`config.mk`:
```
export PLATFORM = sky130hd
export DESIGN_NAME = alu_share_arbiter_flat
export DESIGN_NICKNAME = d
export VERILOG_FILES = /design/src/rtl/alu_share_arbiter_if.sv /design/src/rtl/alu_share_arbiter.sv /design/src/flat_wrapper.sv
export SDC_FILE = /design/constraint.sdc
export NUM_CORES = 1
export LEC_CHECK = 0
export BUFFER_PORTS_ARGS = -buffer_cell sky130_fd_sc_hd__buf_2
export CAP_MARGIN = 20
export CORE_UTILIZATION = 39
export DETAILED_ROUTE_END_ITERATION = 6
export GPL_TIMING_DRIVEN = 0
export PLACE_DENSITY = 0.84
export SETUP_SLACK_MARGIN = 0.15
export SYNTH_ARGS = -nofsm -noshare
export SYNTH_HDL_FRONTEND = slang
export SYNTH_SLANG_ARGS = --single-unit
```
`constraint.sdc`:
```
create_clock -name clk -period 1.8 [get_ports clk]
set_input_delay 0 -clock clk [delete_from_list [all_inputs] [get_ports clk]]
set_output_delay 0 -clock clk [all_outputs]
set_load 0.05 [all_outputs]
```
`src/rtl/alu_share_arbiter_if.sv`:
```
// alu_share_arbiter_if: request/response handshake bundle between two requesters and the ALU share arbiter
//   req_valid/req_ready  per-port request handshake (bit i = port i)
//   req_a*/req_b*/req_op* per-port operands and op code
//   rsp_valid/rsp_ready  per-port response handshake
//   rsp_result/rsp_zero  registered ALU result and zero flag for the granted port
interface alu_share_arbiter_if #(
    parameter int XLEN = 32,
    parameter int OPW  = 4
);
    logic [1:0]      req_valid;
    logic [1:0]      req_ready;
    logic [XLEN-1:0] req_a0;
    logic [XLEN-1:0] req_a1;
    logic [XLEN-1:0] req_b0;
    logic [XLEN-1:0] req_b1;
    logic [OPW-1:0]  req_op0;
    logic [OPW-1:0]  req_op1;
    logic [1:0]      rsp_valid;
    logic [1:0]      rsp_ready;
    logic [XLEN-1:0] rsp_result;
    logic            rsp_zero;
    modport master (
        output req_valid, req_a0, req_a1, req_b0, req_b1, req_op0, req_op1, rsp_ready,
        input  req_ready, rsp_valid, rsp_result, rsp_zero
    );
    modport slave (
        input  req_valid, req_a0, req_a1, req_b0, req_b1, req_op0, req_op1, rsp_ready,
        output req_ready, rsp_valid, rsp_result, rsp_zero
    );
endinterface

```
`src/rtl/alu_share_arbiter.sv`:
```
// alu_share_arbiter: shares one external combinational ALU between two requesters (round-robin or fixed priority)
//   clk, rst         clock and synchronous active-high reset
//   bus              request/response handshakes for ports 0 and 1 (slave side)
//   alu_a/alu_b      operands to the external ALU, zero outside EXEC
//   alu_opcode       op code to the external ALU, zero outside EXEC
//   alu_res/alu_zero result and zero flag from the external ALU
//   busy             high while an operation is in EXEC or RESP
//   ops_done         wrapping count of completed responses
module alu_share_arbiter #(
    parameter int XLEN      = 32,
    parameter int OPW       = 4,
    parameter int CNTW      = 16,
    parameter bit FIXED_PRI = 1'b0
) (
    input  logic                 clk,
    input  logic                 rst,
    alu_share_arbiter_if.slave   bus,
    output logic [XLEN-1:0]      alu_a,
    output logic [XLEN-1:0]      alu_b,
    output logic [OPW-1:0]       alu_opcode,
    input  logic [XLEN-1:0]      alu_res,
    input  logic                 alu_zero,
    output logic                 busy,
    output logic [CNTW-1:0]      ops_done
);
    typedef enum logic [1:0] {IDLE, EXEC, RESP} state_t;
    state_t          state, state_n;
    logic            sel, acc, done, gnt, last_gnt;
    logic [XLEN-1:0] a_q, b_q;
    logic [OPW-1:0]  op_q;

    always_ff @(posedge clk) begin
        state <= rst ? IDLE : state_n;
    end

    // On a tie the round-robin pick is the port that did not win last time.
    always_comb begin
        sel     = &bus.req_valid ? (FIXED_PRI ? 1'b0 : ~last_gnt) : bus.req_valid[1];
        acc     = state == IDLE && |bus.req_valid;
        done    = state == RESP && bus.rsp_ready[gnt];
        state_n = state == IDLE ? (acc ? EXEC : IDLE) :
                  state == EXEC ? RESP : (done ? IDLE : RESP);
    end

    always_comb begin
        bus.req_ready = {sel, ~sel} & {2{acc}};
        bus.rsp_valid = {gnt, ~gnt} & {2{state == RESP}};
        alu_a         = state == EXEC ? a_q : '0;
        alu_b         = state == EXEC ? b_q : '0;
        alu_opcode    = state == EXEC ? op_q : '0;
        busy          = state != IDLE;
    end

    always_ff @(posedge clk) begin
        if (rst) begin
            a_q            <= '0;
            b_q            <= '0;
            op_q           <= '0;
            gnt            <= 1'b0;
            last_gnt       <= 1'b1;
            bus.rsp_result <= '0;
            bus.rsp_zero   <= 1'b0;
            ops_done       <= '0;
        end else begin
            if (acc) begin
                a_q      <= sel ? bus.req_a1 : bus.req_a0;
                b_q      <= sel ? bus.req_b1 : bus.req_b0;
                op_q     <= sel ? bus.req_op1 : bus.req_op0;
                gnt      <= sel;
                last_gnt <= sel;
            end
            if (state == EXEC) begin
                bus.rsp_result <= alu_res;
                bus.rsp_zero   <= alu_zero;
            end
            if (done)
                ops_done <= ops_done + 1'b1;
        end
    end
endmodule

```
`src/flat_wrapper.sv`:
```
// flat-port wrapper written by rule: the top's interface ports become plain ports
module alu_share_arbiter_flat 
#(
    parameter int XLEN      = 32,
    parameter int OPW       = 4,
    parameter int CNTW      = 16,
    parameter bit FIXED_PRI = 1'b0
)
  (clk, rst, alu_a, alu_b, alu_opcode, alu_res, alu_zero, busy, ops_done, bus_req_valid, bus_req_a0, bus_req_a1, bus_req_b0, bus_req_b1, bus_req_op0, bus_req_op1, bus_rsp_ready, bus_req_ready, bus_rsp_valid, bus_rsp_result, bus_rsp_zero);
  alu_share_arbiter_if #(.XLEN(XLEN), .OPW(OPW)) bus_i ();
  input  logic clk;
  input  logic rst;
  output logic [XLEN-1:0] alu_a;
  output logic [XLEN-1:0] alu_b;
  output logic [OPW-1:0] alu_opcode;
  input  logic [XLEN-1:0] alu_res;
  input  logic alu_zero;
  output logic busy;
  output logic [CNTW-1:0] ops_done;
  input wire logic [$bits(bus_i.req_valid)-1:0] bus_req_valid;
  input wire logic [$bits(bus_i.req_a0)-1:0] bus_req_a0;
  input wire logic [$bits(bus_i.req_a1)-1:0] bus_req_a1;
  input wire logic [$bits(bus_i.req_b0)-1:0] bus_req_b0;
  input wire logic [$bits(bus_i.req_b1)-1:0] bus_req_b1;
  input wire logic [$bits(bus_i.req_op0)-1:0] bus_req_op0;
  input wire logic [$bits(bus_i.req_op1)-1:0] bus_req_op1;
  input wire logic [$bits(bus_i.rsp_ready)-1:0] bus_rsp_ready;
  output wire logic [$bits(bus_i.req_ready)-1:0] bus_req_ready;
  output wire logic [$bits(bus_i.rsp_valid)-1:0] bus_rsp_valid;
  output wire logic [$bits(bus_i.rsp_result)-1:0] bus_rsp_result;
  output wire logic [$bits(bus_i.rsp_zero)-1:0] bus_rsp_zero;
  assign bus_i.req_valid = bus_req_valid;
  assign bus_i.req_a0 = bus_req_a0;
  assign bus_i.req_a1 = bus_req_a1;
  assign bus_i.req_b0 = bus_req_b0;
  assign bus_i.req_b1 = bus_req_b1;
  assign bus_i.req_op0 = bus_req_op0;
  assign bus_i.req_op1 = bus_req_op1;
  assign bus_i.rsp_ready = bus_rsp_ready;
  assign bus_req_ready = bus_i.req_ready;
  assign bus_rsp_valid = bus_i.rsp_valid;
  assign bus_rsp_result = bus_i.rsp_result;
  assign bus_rsp_zero = bus_i.rsp_zero;
  alu_share_arbiter #(.XLEN(XLEN), .OPW(OPW), .CNTW(CNTW), .FIXED_PRI(FIXED_PRI)) u_core (.clk(clk), .rst(rst), .bus(bus_i), .alu_a(alu_a), .alu_b(alu_b), .alu_opcode(alu_opcode), .alu_res(alu_res), .alu_zero(alu_zero), .busy(busy), .ops_done(ops_done));
endmodule
```
# After elaboration in Yosys (flattened, before gate mapping)
# Index checks and enable logic that the tools add are counted.
classes:
  add_sub_neg: 1
  n_lt_le_gt_ge: 1
  n_eq_ne: 2
  n_mux: 13
  n_bitwise: 5
  n_reduce_logical: 6
op_table:
  columns: ["op", "n"]
  rows:
  - ["$mux 32", 4]
  - ["$add 16x1->16 const B", 1]
  - ["$mux 4", 2]
  - ["$mux 2", 3]
  - ["$and 2x2->2", 2]
  - ["$mux 1", 4]
  - ["$not 1->1", 3]
  - ["$eq 2x1->1 const B", 1]
  - ["$eq 2x2->1 const B", 1]
  - ["$logic_and 1x1->1", 2]
  - ["$logic_not 2->1", 1]
  - ["$lt 1x2->1 const B", 1]
  - ["$reduce_and 2->1", 1]
  - ["$reduce_bool 2->1", 1]
  - ["$reduce_or 2->1", 1]
totals:
  regBits: 121
  word_cells: 37

# Logic depth before layout (Yosys ltp)
logic_depth:
  word_depth: 6
  mapped_depth: 7

# Least setup slack after synthesis
# OpenSTA, ideal clock, no wires.
synth_timing:
  path_type: "reg2reg"
  start: "register u_core.ops_done[3]"
  end: "register u_core.ops_done[15]"
  setup_ps: 121
  arrival_ps: 2190
  t_required_ps: 1679
  setup_slack_ps: -511
  stages_incl_launch_ff: 6
  n_path_buf: 1
  synth_period_minus_slack_ps: 2311
  path_cell_list: "dfxtp_1 and4_1 or4b_1 clkbuf_2 or3_1 mux2_4"
synth_via:
  elab_chain_cells: 1
synth_lines:
  columns: ["item", "line_no", "text"]
  rows:
  - ["from (decl)", "alu_share_arbiter.sv:24", "output logic [CNTW-1:0] ops_done"]
  - ["from (signal assigned)", "alu_share_arbiter.sv:77", "ops_done <= ops_done + 1'b1;"]
  - ["$add 16x1->16", "alu_share_arbiter.sv:77", null]
# No other way between the ends.
# A chain may end at the register's enable or synchronous reset.

# Worst setup path after layout
layout_timing:
  start: "register u_core.ops_done[4]"
  end: "register u_core.ops_done[15]"
# Same word-level chain as after synthesis.

==> impl_metrics.yaml <==
drt:
  drt_first_pass_iters: 7
  vias: 7424
  finalWirelength_um: 27600
  wire_per_inst_um: 22.1
  drcViolationCount: 19
  postRouteAntennaNets: 0
  drt_iter0_drc: 1217
  vias_per_cell: 5.94
outcome:
  failed_checks: "design-rule violations, negative setup slack"
  outcome: "finished with violations"
power:
  p_sw_mw: 2.78
  p_leak_nw: 4.52
  power_density_nw_per_um2: 900
  switching_share: 0.312
  ir_drop_uv: 678
  pwr-share-comb: 0.271
  power_frac_clock: 0.386
  seq_power_share: 0.343
  p_int_mw: 6.14
floorplanning:
  design.die.area_sq_um: 13000
  fp-row-count: 40
  io_pins: 297
  die_width_um: 114
  die_h_um: 114
  core_area_sq_um: 12100
  start_util: 0.405
sta:
  tightest_slew_ns: 0.651
  finalSetupTns_ns: -0.372
  hold_viol: 0
  period_needed_ns: 1.94
  finalSetupViolCount: 5
  slew_headroom: 0.566
  report.final.slew_viol_count: 0
  finalCritPeriodShare: 1.08
  setup_ws_ns: -0.141
  skew_ns: 0.0128
  grt_setup_unrepaired: "true"
  fmax_mhz: 515
synth:
  synth_warnings: 0
  synth-seq-cells: 121
  synth_nets: 737
  synth_cells: 561
  ys_seq_area_frac: 0.494
  synth_cell_types: 33
  synth_edf_count: 0
  syn_avg_cell_area_sq_um: 8.74
  synthArstFlopShare: 0
  syn_area_sq_um: 4900
  yosys.area.top_type_share: 0.494
  synthFlopType: "dfxtp_1"
  synth_area_leader_cell: "dfxtp_1"
  synth_area_leaders: "dfxtp_1, a222oi_1, and2_1"
min_path:
  min_path_type: "in -> reg"
  whs_path_depth: 3
placement:
  place_ws_ns: -0.521
  dp_hpwl_um: 13200
  dp.cells: 1025
  portBuffers: 296
  post_dp_cell_area_sq_um: 6620
  place_congestion: 0.893
clock_network:
  cts_tree: "done"
  clock_latency_ns: 0.42
  htree_levels: 4
  cts_root_buffer: "clkbuf_16"
  clk_pin_slew_ns: 0.05
  clkSinkCount: 121
  cts_buffers: 17
  cts_max_path_buffers: 2
worst_setup_path:
  arrival_ns: 2.24
  crit_fanout: 5
  start_kind: "flip-flop"
  required_ns: 2.10
  r2r_cells: 5
  cp-end-kind: "flip-flop"
  path_class: "reg -> reg"
finish:
  synthToLayoutAreaGrowth_pct: 102
  seqCellArea_sq_um: 2460
  utilization: 0.819
  design_area_sq_um: 9920
  drive_gt1_frac: 0.389
  final_cells: 1249
  multi_input_area_sq_um: 2360
  n_fill_cell: 633
  nets: 1243
grt:
  grt_first_pass_wirelength_um: 40500
  antenna_found_initial: 1
  grt_start_max_net_pins: 17
  grt_pass1_vias: 7817
  grt.total_usage: 0.411
  grt_overflow: 0
job:
  drv_cap: 0
worst paths after layout:
path / startpoint / end / slack [ns]
max: u_core.ops_done[4]$_SDFFE_PP0P_ / u_core.ops_done[15]$_SDFFE_PP0P_ / -0.14
min: bus_req_valid[0] / u_core.last_gnt$_SDFFE_PP1P_ / 0.18
max reg2reg: u_core.ops_done[4]$_SDFFE_PP0P_ / u_core.ops_done[15]$_SDFFE_PP0P_ / -0.14
min reg2reg: u_core.bus.rsp_zero$_SDFFE_PP0N_ / u_core.bus.rsp_zero$_SDFFE_PP0N_ / 0.45
state kept, by name, summed over array words and instances (netlist names):
name                   count
u_core.a_q                32
u_core.b_q                32
u_core.bus.rsp_result     32
u_core.ops_done           16
u_core.op_q                4
u_core.state               2
u_core.bus.rsp_zero        1
u_core.gnt                 1
u_core.last_gnt            1
layout make-up:
cell class | count | area share
sequential | 121 | 0.248
multi-input combinational | 385 | 0.238
clock buffer | 24 | 0.0496
tap | 168 | 0.0212
buffer | 51 | 0.0440
timing repair buffer | 488 | 0.388
clock inverter | 8 | 0.00934
antenna | 1 | 0.000252
inverter | 3 | 0.00114
cells in the mapped netlist, types with 4 or more instances:
cell type and number:
a222oi_1 68, and3_1 4, nor2_1 82, and2_1 68, nand3_1 6, o21ai_0 6, nand2_1 72, dfxtp_1 121
xor2_1 5, clkbuf_1 48, a21oi_1 41, or3_1 4
metrics by stage:
| step | hold WS, ns | power, mW |
|---|---|---|
| global route | 0.190 | 9.13 |
| global placement | 0.243 | 4.63 |
| floorplan | 0.136 | 4.10 |
| finish | 0.176 | 8.92 |
| CTS | 0.153 | 8.46 |
| detailed placement | 0.248 | 4.65 |
routing by layer:
layer / share of wire / up-vias / track usage / wire [um]
met4: 0.083 / 0 / 0.345 / 2290
met3: 0.11 / 236 / 0.149 / 3050
met5: 0 / - / 0 / 0
met1: 0.31 / 3404 / 0.399 / 8640
li1: - / 3038 / - / -
met2: 0.49 / 746 / 0.699 / 13600
power groups by stage:
stage	sequential (mW)	clock, mW	combinational [mW]
2_1_floorplan	3.21	0	0.885
3_3_place_gp	3.05	0	1.58
3_5_place_dp	3.06	0	1.59
4_1_cts	3.01	3.38	2.07
5_1_grt	3.07	3.55	2.51
6_report	3.06	3.45	2.41
placed cells by master, fill, tap and decap left out, drive strengths merged, types with 4 or more instances in the layout:
cell type | netlist | layout
a21oi | 41 | 41
a222oi | 68 | 68
and2 | 69 | 69
and3 | 4 | 4
buf | 3 | 333
clkbuf | 49 | 60
clkinv | 0 | 5
dfxtp | 121 | 121
dlygate4sd3 | 0 | 170
nand2 | 72 | 72
nand3 | 6 | 6
nor2 | 82 | 82
o21ai | 7 | 7
or3 | 6 | 6
xor2 | 5 | 5
kinds of logic (layout without fill, tap and decap cells):
kind of cell	Yosys count	after routing	share of synthesized area
other	0	1	0
multiplexers	3	3	0.00740
adder cells (fa/ha/maj)	1	1	0.00255
AO/OA/AOI/OAI	117	117	0.190
flip-flops	121	121	0.494
buffers and inverters	55	574	0.0424
AND/OR/NAND/NOR	256	256	0.249
XOR/XNOR	8	8	0.0143
critical path, cell delays in order, from the launching register on:
cell and delay (ns):
dfxtp_4 0.37, and4_4 0.24, or4b_4 0.47, buf_8 0.14, or3_4 0.32, mux2_4 0.30
timing repair:
item	4_1_cts	5_1_grt
cloned	0	3
pin swaps	5	43
setup endpoints to repair	176	178
gates resized for setup	195	99
hold buffers	170	0
setup buffers	7	12
endpoints found under the hold margin	102	0
Note: power is estimated with default switching activity, not from simulation.
